`config.mk`:
```
export PLATFORM = sky130hd
export DESIGN_NAME = uart_tx_fifo_drain
export DESIGN_NICKNAME = d
export VERILOG_FILES = /design/src/rtl/uart_tx_fifo_drain.sv
export SDC_FILE = /design/constraint.sdc
export NUM_CORES = 1
export LEC_CHECK = 0
export CAP_MARGIN = 20
export CORE_UTILIZATION = 55
export DETAILED_ROUTE_END_ITERATION = 12
export HOLD_SLACK_MARGIN = 0.1
export PLACE_DENSITY_LB_ADDON = 0.2
export SKIP_CTS_REPAIR_TIMING = 1
export SYNTH_ARGS = -nofsm -noshare
export SYNTH_HDL_FRONTEND = slang
export SYNTH_SLANG_ARGS = --single-unit
```
`constraint.sdc`:
```
create_clock -name clk -period 3.82 [get_ports clk]
set_input_delay 0.382 -clock clk [delete_from_list [all_inputs] [get_ports clk]]
set_output_delay 0.382 -clock clk [all_outputs]
set_load 0.005 [all_outputs]
```
`src/rtl/uart_tx_fifo_drain.sv`:
```
// UART transmitter that drains a show-ahead FIFO into back-to-back LSB-first frames.
// Optional parity bit and par_typ port are enabled by defining PARITY_EN.
module uart_tx_fifo_drain #(
    parameter int DATA_WIDTH   = 8,
    parameter int CLKS_PER_BIT = 16
) (
    input  logic                  clk,
    input  logic                  rst,
    input  logic                  rempty,
    input  logic [DATA_WIDTH-1:0] rdata,
    output logic                  rinc,
`ifdef PARITY_EN
    input  logic                  par_typ,
`endif
    output logic                  tx_out,
    output logic                  busy
);

    localparam int BAUD_W = (CLKS_PER_BIT > 1) ? $clog2(CLKS_PER_BIT) : 1;
    localparam int BIT_W  = (DATA_WIDTH > 1) ? $clog2(DATA_WIDTH) : 1;

    typedef enum logic [2:0] {
        IDLE   = 3'd0,
        START  = 3'd1,
        DATA   = 3'd2,
`ifdef PARITY_EN
        PARITY = 3'd3,
`endif
        STOP   = 3'd4
    } state_t;

    state_t                state_q, state_d;
    logic [BAUD_W-1:0]     baud_q, baud_d;
    logic [BIT_W-1:0]      bit_q, bit_d;
    logic [DATA_WIDTH-1:0] shift_q, shift_d;
    logic                  tx_q, tx_d;
    logic                  busy_q, busy_d;
    logic                  rinc_q, rinc_d;
`ifdef PARITY_EN
    logic                  par_q, par_d;
`endif

    logic                  baud_end;
    logic                  last_bit;
    logic [DATA_WIDTH-1:0] shift_nx;

    assign baud_end = (baud_q == BAUD_W'(CLKS_PER_BIT - 1));
    assign last_bit = (bit_q == BIT_W'(DATA_WIDTH - 1));
    assign shift_nx = shift_q >> 1;

    always_ff @(posedge clk) begin
        if (rst) begin
            state_q <= IDLE;
            baud_q  <= '0;
            bit_q   <= '0;
            shift_q <= '0;
            tx_q    <= 1'b1;
            busy_q  <= 1'b0;
            rinc_q  <= 1'b0;
`ifdef PARITY_EN
            par_q   <= 1'b0;
`endif
        end else begin
            state_q <= state_d;
            baud_q  <= baud_d;
            bit_q   <= bit_d;
            shift_q <= shift_d;
            tx_q    <= tx_d;
            busy_q  <= busy_d;
            rinc_q  <= rinc_d;
`ifdef PARITY_EN
            par_q   <= par_d;
`endif
        end
    end

    // tx_d always carries the level of the bit period that the next state begins,
    // so the line changes on the same edge as the state.
    always_comb begin
        state_d = state_q;
        baud_d  = baud_q;
        bit_d   = bit_q;
        shift_d = shift_q;
        tx_d    = tx_q;
        busy_d  = busy_q;
        rinc_d  = 1'b0;
`ifdef PARITY_EN
        par_d   = par_q;
`endif

        if (state_q != IDLE) begin
            baud_d = baud_end ? '0 : baud_q + BAUD_W'(1);
        end

        unique case (state_q)
            IDLE: begin
                if (!rempty) begin
                    state_d = START;
                    baud_d  = '0;
                    shift_d = rdata;
                    rinc_d  = 1'b1;
                    tx_d    = 1'b0;
                    busy_d  = 1'b1;
`ifdef PARITY_EN
                    par_d   = ^rdata;
`endif
                end
            end
            START: begin
                if (baud_end) begin
                    state_d = DATA;
                    bit_d   = '0;
                    tx_d    = shift_q[0];
                end
            end
            DATA: begin
                if (baud_end) begin
                    shift_d = shift_nx;
                    if (last_bit) begin
`ifdef PARITY_EN
                        state_d = PARITY;
                        tx_d    = par_q ^ par_typ;
`else
                        state_d = STOP;
                        tx_d    = 1'b1;
`endif
                    end else begin
                        bit_d = bit_q + BIT_W'(1);
                        tx_d  = shift_nx[0];
                    end
                end
            end
`ifdef PARITY_EN
            PARITY: begin
                if (baud_end) begin
                    state_d = STOP;
                    tx_d    = 1'b1;
                end
            end
`endif
            STOP: begin
                if (baud_end) begin
                    // rempty is only looked at here, so a slow empty-flag update never double-pops
                    if (!rempty) begin
                        state_d = START;
                        shift_d = rdata;
                        rinc_d  = 1'b1;
                        tx_d    = 1'b0;
`ifdef PARITY_EN
                        par_d   = ^rdata;
`endif
                    end else begin
                        state_d = IDLE;
                        tx_d    = 1'b1;
                        busy_d  = 1'b0;
                    end
                end
            end
            default: begin
                state_d = IDLE;
                tx_d    = 1'b1;
                busy_d  = 1'b0;
            end
        endcase
    end

    assign rinc   = rinc_q;
    assign tx_out = tx_q;
    assign busy   = busy_q;

endmodule
```
== Word level (Yosys, flattened, before mapping) ==
Cells that the tools add are included.
Word-level totals
  flip-flop bits (word level): 21
  input bits: 11
  output and inout bits: 3
Cells by class
  add/subtract/negate cells: 2
  eq/ne operators: 12
  muxes and demuxes: 33
  bitwise operators: 1
  reductions and logical operators: 10
Operators with widths (count)
  3-bit two-way mux: 8
  8-bit two-way mux: 3
  8-bit one-hot mux with 3 select lines: 1
  4-bit two-way mux: 4
  2-bit inequality test, second input constant: 7
  1-bit two-way mux: 12
  3-bit one-hot mux with 4 select lines: 1
  4-bit AND reduction: 3
  3-bit == test, second input constant: 2
  3-bit one-hot mux with 2 select lines: 1
  3-bit nonzero test: 2
  5-bit AND reduction: 1
  4-bit by 1-bit adder with 4-bit output, second input constant: 1
  4-bit == test, second input constant: 1
  1-bit one-hot mux with 4 select lines: 1
  3-bit by 1-bit adder with 3-bit output, second input constant: 1
  3-bit by 1-bit == test with 1-bit output, second input constant: 1
  3-bit by 2-bit == test with 1-bit output, second input constant: 1
  3-bit logical NOT: 1
  1-bit one-hot mux with 3 select lines: 1
  3-bit AND reduction: 1
  1-bit one-hot mux with 2 select lines: 1
  2-bit nonzero test: 1
  2-bit OR reduction: 1
  1-bit NOT: 1

== Logic depth before layout (Yosys ltp) ==
Gate-level depths: netlist of the first run.
  depth after elaboration: 5
  depth in mapped cells: 6

== Least setup slack after synthesis of the first run ==
No wires, ideal clock.
  path type: register to register
  start: register baud_q[0]
  end: register shift_q[2]
  library setup time: 0.137 ns
  arrival: 1.468 ns
  path slack: 2.215 ns
  cell stages (with the launch flop): 7
  path buffers: 1
  cells stage by stage: dfxtp_1 > ha_1 > nand4_4 > a211oi_4 > or2_1 > buf_6 > a211oi_2
Between the ends
  word-level cells in the longest chain between the ends: 3
  elaborated cells on any way between the ends: 4
  those cells by class: eq/ne: 3; reduce/logical: 1
Ends and longest elaborated chain
  from (decl): line 33  | logic [BAUD_W-1:0] baud_q, baud_d;
  from (signal assigned): line 65  | baud_q <= baud_d;
  4-bit == test *: line 47  | assign baud_end = (baud_q == BAUD_W'(CLKS_PER_BIT - 1));
  2-bit inequality test (no source line)
  3-bit AND reduction (no source line) *
  to (signal assigned): line 67  | shift_q <= shift_d;
  to (decl): line 35  | logic [DATA_WIDTH-1:0] shift_q, shift_d;
Mark *: on every way between the ends. The rest lies on a longest branch, timed or not.
A chain may end at the register's enable or synchronous reset.

== Worst setup path in the final report of the first run ==
  start: register baud_q[0]
  end: register shift_q[0]
Same word-level chain as after synthesis.

==> results of run 1 <==
[synth_stat cells (2+ instances only)]
cell type,number
ha_1,3
or3_1,2
a21oi_1,9
nand2_1,4
clkbuf_1,2
nor2_1,8
and3_1,3
dfxtp_1,21
a22o_1,2
nand2b_1,2
nor3_1,14
buf_2,3
buf_6,2
inv_1,2
o21ai_1,2
a31oi_1,3
mux2i_1,8
nand3b_1,2
a211oi_2,8
[worst max-delay path, stage by stage, from the launching register on]
cell and delay [ns]:
dfxtp_1 0.38, ha_1 0.30, nand4_4 0.17, a211oi_4 0.42, or2_1 0.42, a211oi_2 0.13
[worst max-delay path by stage]
stage               from         end  slack [ns]  cells past startpoint
3_5_place_dp      rempty  shift_q[2]        1.56                      5
2_1_floorplan  baud_q[0]  shift_q[2]        2.22                      6
3_3_place_gp      rempty  shift_q[4]        1.60                      5
4_1_cts        baud_q[0]  shift_q[0]        1.84                      5
5_1_grt        baud_q[0]  shift_q[3]        1.68                      5
6_report       baud_q[0]  shift_q[0]        1.85                      5
[through the flow]
stage / hold slack (ns) / worst slack [ns]
2_1_floorplan: 0.446 / 2.22
3_3_place_gp: 0.463 / 1.60
3_5_place_dp: 0.465 / 1.56
4_1_cts: 0.484 / 1.84
5_1_grt: 0.506 / 1.68
6_report: 0.484 / 1.85
[flip-flops by register name (all words and copies together) (netlist names)]
register / count
state_q: 3
shift_q: 8
tx_out: 1
rinc: 1
bit_q: 3
baud_q: 4
busy: 1
[routing by layer]
| layer | global-route usage, % | up-vias | part of all wire [%] |
|---|---|---|---|
| li1 | - | 458 | - |
| met1 | 28.3 | 430 | 45 |
| met2 | 36.2 | 24 | 50 |
| met3 | 3.40 | 5 | 3.7 |
| met4 | 8.33 | 0 | 1.5 |
| met5 | 0 | - | 0 |
[logic make-up (layout without fill, tap and decap cells)]
kind of cell	count (synthesis)	in the layout	share of synthesized area (%)
muxes	9	9	7.99
DFF	21	21	36.8
and+or+nand+nor	46	46	25.2
buffers and inverters	9	19	4.60
adders and majority gates	3	3	3.28
AOI/OAI and AO/OA	30	30	22.2
[power groups by stage]
| stage | Combinational [mW] | Clock [mW] | Sequential (mW) |
|---|---|---|---|
| after floorplan | 0.0428 | 0 | 0.241 |
| after global placement | 0.0599 | 0 | 0.243 |
| after detailed placement | 0.0615 | 0 | 0.244 |
| after CTS | 0.0619 | 0.105 | 0.239 |
| after global routing | 0.0680 | 0.117 | 0.240 |
| final | 0.0615 | 0.105 | 0.239 |
[cell type report]
| type | count | area share [%] |
|---|---|---|
| Multi-Input combinational cell | 88 | 52.0 |
| Sequential cell | 21 | 32.6 |
| Timing Repair Buffer | 13 | 10.1 |
| Tap cell | 27 | 2.62 |
| Clock buffer | 4 | 2.04 |
| Inverter | 2 | 0.583 |
==> impl_results.md, run 1 <==
* Cell taking the most area after synthesis: dfxtp_1
* Final Skew at 0.00196 ns
* PD cells at 314 nW/um^2
* Grt ovf at 0
* Initial drt markers at 19
* Netlist cell types at 37
* Largest net degree at the start of global routing at 22
* Antenna-violating nets left at 0
* Slew @ Worst Pin at 0.925 ns
* Area occupied by multi-input gates at 671 um^2
* CP endpoint kind: flop
* Max-cap violations at 0
* Routability cong. at 0.753
* Slew headroom at 38.1%
* Commonest non-fill, non-tap cell in the layout: dfxtp_1
* Fmax at 508 MHz
* Clk root buf: clkbuf_4
* Sw Pwr at 102 uW
* Worst R2R Path Depth at 5
* Synth top area cells: dfxtp_1 (37%), a211oi_2 (8.8%), mux2i_1 (7.0%), nor3_1 (6.1%), a21oi_1 (3.9%)
* Routed len/inst at 14.1 um
* Run status: finished clean
* Starting density of the core at 58.3%
* Fin cells at 155
* Switching Share at 25.1%
* Die Area at 2270 um^2
* Number of synthesized register bits at 21
* Lkg Pwr at 0.490 nW
* Sequential cell area at 420 um^2
* Crit path launch type: flop
* Top FF cell, synth: dfxtp_1
* Num rows at 16
* Critical path arrival at 2.12 ns
* Placed Instances at 151
* Hold path depth at 2
* CTS Buf Count at 3
* Die Height at 47.6 um
* Num ports at 14
* Syn nets at 132
* Final Instance Area at 1290 um^2
* Comb pwr share at 15.2%
* HP Start: shift_q[7]
* Fin nets at 143
* Share of cells above drive strength 1 at 16.4%
* Post-layout util at 65.7%
* Hold Path End: shift_q[7]
* Worst Hold Class: flop to flop
* Syn Std Cell Area at 1140 um^2
* Diodes inserted at 0
* IO buf count at 13
* CTS tree: done
* RSZ-0062 raised after global routing: false
* Clk buf depth at 2
* RR Endpoint: shift_q[0]
* R2r setup slk at 1.85 ns
* Max-slew violation count at 0
* Setup_tns at 0 ns
* Final routed DRC violation total at 0
* Flop pwr share at 59.0%
* Vias in the first global route at 832
* Tot Pwr at 405 uW
* CP required at 3.97 ns
* Clk pin slew, worst setup/hold paths at 0.11 ns
* VDD IR max at 0.000182 V
* H-Tree Depth at 1
* Commonest non-fill, non-tap cells in the layout: dfxtp_1 (21), nor3_1 (14), clkdlybuf4s50_1 (13)
* Final Cycle Share at 51.5%
* Final Hold Viols at 0
* Final setup violation count at 0
* Vias per inst at 5.92
* Number of flops mapped to enable cells by yosys at 0
* Worst-skew pair later-pin latency at 0.30 ns
* Drt total wl at 2190 um
* Top cell type's share of synthesized area at 36.8%
* GRT Total Usage at 21.7%
* Initial antenna violation count at 0
* Pint at 303 uW
* Core area at 1960 um^2
* Reg-to-reg startpoint: baud_q[0]
* Sequential cell area fraction in the yosys report at 36.8%
* Area growth syn-to-layout at 12.7%
* DR pass1 iterations at 4
* Clock share of power at 25.8%
* DP Wirelength at 1590 um
* First-pass GRT wire length at 3450 um
* Mapped Cells at 118
* Vias at 917
* Die X at 47.6 um
* Fillcell total at 169
* Mapped Avg Cell Area at 9.69 um^2
* Sink Count at 21
* Largest fanout on the critical path at 8
* Placed Instance Area at 1260 um^2
* Ys Warns at 0
* Final min period at 1.97 ns
* Critical Setup Path Class: flop to flop
* Post-synth ARST share at 0%
(Power assumes the default switching activity.)
==> inputs of run 2 (changes only) <==
- CORE_UTILIZATION: 55 -> 48
- clock period: 3.82 -> 1.69 ns (I/O delays scaled with it)
==> run 2 against run 1 <==
  * Via count is 3.3% higher
  * Power up 130%
  * Count of clock-buffer cells in the layout unchanged
  * Combinational power grew 150%
  * Critical path type unchanged
  * Highest routed layer unchanged
  * Worst setup slack got worse by 1.8 ns
  * Clock skew rose by 0.0063 ns
  * Critical path depth rose by 1
  * Largest power group unchanged
==> impl_results.md, run 2 (synthesis results as in run 1) <==
* Largest net degree at the start of global routing at 13 (was 22)
* Die Height at 50.8 um (was 47.6 um)
* Largest fanout on the critical path at 4 (was 8)
* Critical Setup Path Class: flop to flop (unchanged)
* Routed len/inst at 12.8 um (was 14.1 um)
* PD cells at 667 nW/um^2 (was 314 nW/um^2)
* First-pass GRT wire length at 3560 um (was 3450 um)
* Largest regs: shift_q: 8 flops, baud_q: 4 flops (unchanged)
* Slew @ Worst Pin at 0.460 ns (was 0.925 ns)
* Die X at 50.8 um (was 47.6 um)
* Sink Count at 21 (unchanged)
* Area growth syn-to-layout at 21.9% (was 12.7%)
* Final Cycle Share at 94.3% (was 51.5%)
* Commonest non-fill, non-tap cells in the layout: dfxtp_1 (20), nor3_1 (14), clkdlybuf4s50_1 (13), buf_4 (13), a21oi_1 (9) (was dfxtp_1 (21), nor3_1 (14), clkdlybuf4s50_1 (13))
* Vias in the first global route at 858 (was 832)
* GRT Max-Usage Layer: met2 (unchanged)
* Post-layout util at 62.4% (was 65.7%)
* Fin nets at 156 (was 143)
* Hold_ws at 0.420 ns (was 0.484 ns)
* DR pass1 iterations at 4 (unchanged)
* Num ports at 14 (unchanged)
* Commonest non-fill, non-tap cell in the layout: dfxtp_1 (unchanged)
* Drt total wl at 2160 um (was 2190 um)
* CTS Buf Count at 3 (unchanged)
* Vias at 947 (was 917)
* Worst path cell trace: ha_1 -> ha_2 -> or3_1 -> or2_0 -> a31oi_1 -> mux2i_1 (was ha_1 -> nand4_4 -> a211oi_4 -> or2_1 -> a211oi_2)
* Worst Hold Class: input pin to flop (was flop to flop)
* CP endpoint kind: flop (unchanged)
* Placed Instance Area at 1360 um^2 (was 1260 um^2)
* Met1 Use GR at 22.0% (was 28.3%)
* Met3 GRT Util at 2.68% (was 3.40%)
* Clk pin slew, worst setup/hold paths at 0.10 ns (was 0.11 ns)
* Final Instance Area at 1390 um^2 (was 1290 um^2)
* Fin cells at 169 (was 155)
* Run status: finished clean (unchanged)
* Largest register FFs at 8 (unchanged)
* Slowest stage delay, CP at 0.33 ns (was 0.42 ns)
* Routability cong. at 0.811 (was 0.753)
* H-Tree Depth at 1 (unchanged)
* RSZ-0062 raised after global routing: false (unchanged)
* CTS tree: done (unchanged)
* Grt ovf at 0 (unchanged)
* Fmax at 627 MHz (was 508 MHz)
* Final Hold Viols at 0 (unchanged)
* Share of cells above drive strength 1 at 26.2% (was 16.4%)
* Vias per inst at 5.60 (was 5.92)
* GRT Total Usage at 18.6% (was 21.7%)
* Top reg by flops: shift_q (unchanged)
* Lkg Pwr at 0.549 nW (was 0.490 nW)
* Final Skew at 0.00826 ns (was 0.00196 ns)
* Grt met2 use at 32.2% (was 36.2%)
* Initial drt markers at 12 (was 19)
* Final setup violation count at 0 (unchanged)
* Placed Instances at 165 (was 151)
* DP Wirelength at 1620 um (was 1590 um)
* Die Area at 2580 um^2 (was 2270 um^2)
* VDD IR max at 0.000460 V (was 0.000182 V)
* Starting density of the core at 51.2% (was 58.3%)
* Slew headroom at 69.3% (was 38.1%)
* Clk buf depth at 2 (unchanged)
* Worst-skew pair later-pin latency at 0.30 ns (about the same)
* Crit path launch type: flop (unchanged)
* Slowest stage cell, crit path: dfxtp_1 (was a211oi_4)
* Max-slew violation count at 0 (unchanged)
* Core area at 2230 um^2 (was 1960 um^2)
* Critical path arrival at 1.79 ns (was 2.12 ns)
* Setup_tns at 0 ns (unchanged)
* Diodes inserted at 0 (unchanged)
* IO buf count at 13 (unchanged)
* Final routed DRC violation total at 0 (unchanged)
* Max-cap violations at 0 (unchanged)
* Antenna-violating nets left at 0 (unchanged)
* CP required at 1.88 ns (was 3.97 ns)
* Initial antenna violation count at 0 (unchanged)
* Clk root buf: clkbuf_4 (unchanged)
* Num rows at 17 (was 16)
* Final min period at 1.59 ns (was 1.97 ns)
## run 2: cell count changes in the layout (fill, tap and decap cells not counted)
cell     change
dfxtp_2      +1
ha_1         -2
buf_4       +13
dfxtp_1      -1
ha_2         +2
## run 2: worst paths after layout
check                           startpoint    endpoint  slack [ns]  cells after the start
worst max-delay path              bit_q[0]      tx_out         0.1                      6
worst max register to register    bit_q[0]      tx_out         0.1                      6
worst min-delay path              rdata[7]  shift_q[7]        0.42                      3
worst min register to register    bit_q[1]    bit_q[1]        0.50                      1
## run 2: worst max-delay path: cells and delay by family, from the launching register on
| family | cells | cell delay, ns |
|---|---|---|
| AND/OR/NAND/NOR | 2 | 0.51 |
| AO/OA/AOI/OAI | 1 | 0.17 |
| adder cells (fa/ha/maj) | 2 | 0.38 |
| multiplexers | 1 | 0.09 |
| flip-flops | 1 | 0.33 |
## run 2: stage by stage
| stage | total power [mW] | worst slack (ns) |
|---|---|---|
| after floorplan | 0.641 | 0.0850 |
| after global routing | 0.979 | 0.0181 |
| final | 0.929 | 0.0960 |
| after CTS | 0.942 | 0.0552 |
| after detailed placement | 0.702 | 0.0736 |
| after global placement | 0.701 | 0.0695 |
## run 2: layout make-up
| cell class | count | area [um^2] |
|---|---|---|
| Multi-Input combinational cell | 88 | 676 |
| Fill cell | 203 | 840 |
| Inverter | 2 | 7.51 |
| Clock buffer | 4 | 26.3 |
| Sequential cell | 21 | 422 |
| Timing Repair Buffer | 26 | 228 |
| Tap cell | 28 | 35.0 |
## run 2: power by group
| group | total [mW] | leakage [nW] | internal (mW) | switching (mW) |
|---|---|---|---|---|
| logic | 0.152 | 0.361 | 0.0858 | 0.0667 |
| registers | 0.538 | 0.173 | 0.520 | 0.0179 |
| clock network | 0.239 | 0.0150 | 0.0921 | 0.147 |
| total | 0.929 | 0.549 | 0.697 | 0.232 |
## run 2: metal layers
metal | part of all wire, % | wire length [um]
met1 | 47 | 1020
met2 | 47 | 1020
met3 | 3.4 | 74
met4 | 2.1 | 45
met5 | 0 | 0
==> inputs of run 3 (changes only) <==
- CORE_UTILIZATION: 48 -> 55
- DONT_BUFFER_PORTS: default -> 1
==> run 3 against run 2 <==
  * The flow now finishes with violations (negative hold slack)
  * Critical path depth did not move
  * Combinational power fell by 26%
  * Utilization rose by 2.3 points
  * Sequential share of layout area rose by 3.0 points
  * Cell area fell by 8.9%
  * Cell count fell by 11%
  * Power fell by 4.2%
  * Non-clock buffer count fell by 17
==> impl_results.md, run 3 (synthesis results as in run 1) <==
* Num rows at 16 (was 17)
* Hold path depth at 1 (was 3)
* Hold_ws at -0.0917 ns (was 0.420 ns)
* IO buf count at 0 (was 13)
* Initial antenna violation count at 0 (unchanged)
* Tot Pwr at 890 uW (was 929 uW)
* Core area at 1960 um^2 (was 2230 um^2)
* Lkg Pwr at 0.486 nW (was 0.549 nW)
* Final routed DRC violation total at 0 (unchanged)
* Reg-to-reg startpoint: bit_q[0] (unchanged)
* CTS tree: done (unchanged)
* Largest net degree at the start of global routing at 22 (was 13)
* Slew @ Worst Pin at 0.463 ns (was 0.460 ns)
* Die Height at 47.6 um (was 50.8 um)
* Placed Instances at 144 (was 165)
* Die Area at 2270 um^2 (was 2580 um^2)
* Final setup violation count at 0 (unchanged)
* Top reg by flops: shift_q (unchanged)
* Final Skew at 0.00947 ns (was 0.00826 ns)
* CP required at 1.89 ns (was 1.88 ns)
* Starting density of the core at 58.3% (was 51.2%)
* First-pass GRT wire length at 3350 um (was 3560 um)
* GRT Total Usage at 21.1% (was 18.6%)
* Critical Setup Path Class: flop to flop (unchanged)
* Worst R2R Path Depth at 6 (unchanged)
* Drt total wl at 2210 um (was 2160 um)
* Fmax at 616 MHz (was 627 MHz)
* CTS Buf Count at 3 (unchanged)
* DR pass1 iterations at 4 (unchanged)
* Vias per inst at 5.90 (was 5.60)
* Critical path arrival at 1.82 ns (was 1.79 ns)
* Crit path launch type: flop (unchanged)
* Routed len/inst at 14.6 um (was 12.8 um)
* Grt ovf at 0 (unchanged)
* Vias at 891 (was 947)
* Area growth syn-to-layout at 11.1% (was 21.9%)
* Clk root buf: clkbuf_4 (unchanged)
* DP Wirelength at 1630 um (was 1620 um)
* Clk buf depth at 2 (unchanged)
* Commonest non-fill, non-tap cells in the layout: dfxtp_1 (19), nor3_1 (13), a21oi_1 (9) (was dfxtp_1 (20), nor3_1 (14), clkdlybuf4s50_1 (13), buf_4 (13), a21oi_1 (9))
* VDD IR max at 0.000594 V (was 0.000460 V)
* Placed Instance Area at 1190 um^2 (was 1360 um^2)
* Hold Path End: shift_q[0] (was shift_q[7])
* Vias in the first global route at 785 (was 858)
* Run status: finished with violations (was finished clean)
* Failing checks: negative hold slack
* CP endpoint kind: flop (unchanged)
* Routability cong. at 0.824 (was 0.811)
* Sink Count at 21 (unchanged)
* Max-slew violation count at 0 (unchanged)
* Final Hold Viols at 15 (was 0)
* Worst-skew pair later-pin latency at 0.30 ns (about the same)
* Commonest non-fill, non-tap cell in the layout: dfxtp_1 (unchanged)
* Final Cycle Share at 96.1% (was 94.3%)
* Num ports at 14 (unchanged)
* Largest regs: shift_q: 8 flops, baud_q: 4 flops (unchanged)
* Antenna-violating nets left at 0 (unchanged)
* Final min period at 1.62 ns (was 1.59 ns)
* Share of cells above drive strength 1 at 26.6% (was 26.2%)
* R2r setup slk at 0.07 ns (was 0.1 ns)
* Largest fanout on the critical path at 4 (unchanged)
* Worst Hold Class: input pin to flop (unchanged)
* Max-cap violations at 0 (unchanged)
* RR Endpoint: tx_out (unchanged)
* Fin nets at 139 (was 156)
* Die X at 47.6 um (was 50.8 um)
* Fin cells at 151 (was 169)
* Diodes inserted at 0 (unchanged)
* Largest register FFs at 8 (unchanged)
* PD cells at 701 nW/um^2 (was 667 nW/um^2)
* Clk pin slew, worst setup/hold paths at 0.12 ns (was 0.10 ns)
* Slew headroom at 69.1% (was 69.3%)
* HP Start: rst (was rdata[7])
* H-Tree Depth at 1 (unchanged)
* Final Instance Area at 1270 um^2 (was 1390 um^2)
* Initial drt markers at 19 (was 12)
run 3: per-stage QoR:
stage	utilization, %	setup slack [ns]	TNS (ns)
global route	64.7	-0.0184	-0.0184
floorplan	-	0.0850	0
detailed placement	60.7	0.0591	0
CTS	62.1	0.0347	0
finish	64.7	0.0659	0
global placement	60.7	0.0983	0
run 3: worst max-delay path by stage:
stage | cells after the start | to | startpoint | slack [ns]
2_1_floorplan | 6 | shift_q[2] | baud_q[0] | 0.09
3_3_place_gp | 5 | tx_out | baud_q[0] | 0.1
3_5_place_dp | 5 | tx_out | baud_q[0] | 0.06
4_1_cts | 5 | bit_q[0] | bit_q[0] | 0.03
5_1_grt | 6 | tx_out | bit_q[0] | -0.02
6_report | 6 | tx_out | bit_q[0] | 0.07
run 3: area by class of cell:
class / count / area (um^2)
Sequential cell: 21 / 423
Tap cell: 27 / 33.8
Inverter: 2 / 7.51
Multi-Input combinational cell: 88 / 691
Clock buffer: 3 / 22.5
Fill cell: 177 / 692
Clock inverter: 1 / 5.00
Timing Repair Buffer: 9 / 87.6
run 3: routing by layer:
metal / vias to the layer above / global-route usage, % / part of all wire [%]
met5: - / 0 / 0
met4: 0 / 8.33 / 1.2
met3: 4 / 3.77 / 3.5
met2: 13 / 38.4 / 50
met1: 427 / 24.4 / 45
li1: 447 / - / -
run 3: worst max-delay path, cell delays in order (launching register included):
cell and delay, ns:
dfxtp_2 0.34, ha_1 0.19, ha_2 0.19, or3_1 0.34, or2_0 0.21, a31oi_1 0.17, mux2i_1 0.09
run 3: where the power goes:
group | internal, mW | switching [mW] | total, mW
Clock | 0.0882 | 0.147 | 0.235
Combinational | 0.0603 | 0.0521 | 0.112
Sequential | 0.520 | 0.0224 | 0.542
Total | 0.668 | 0.221 | 0.890
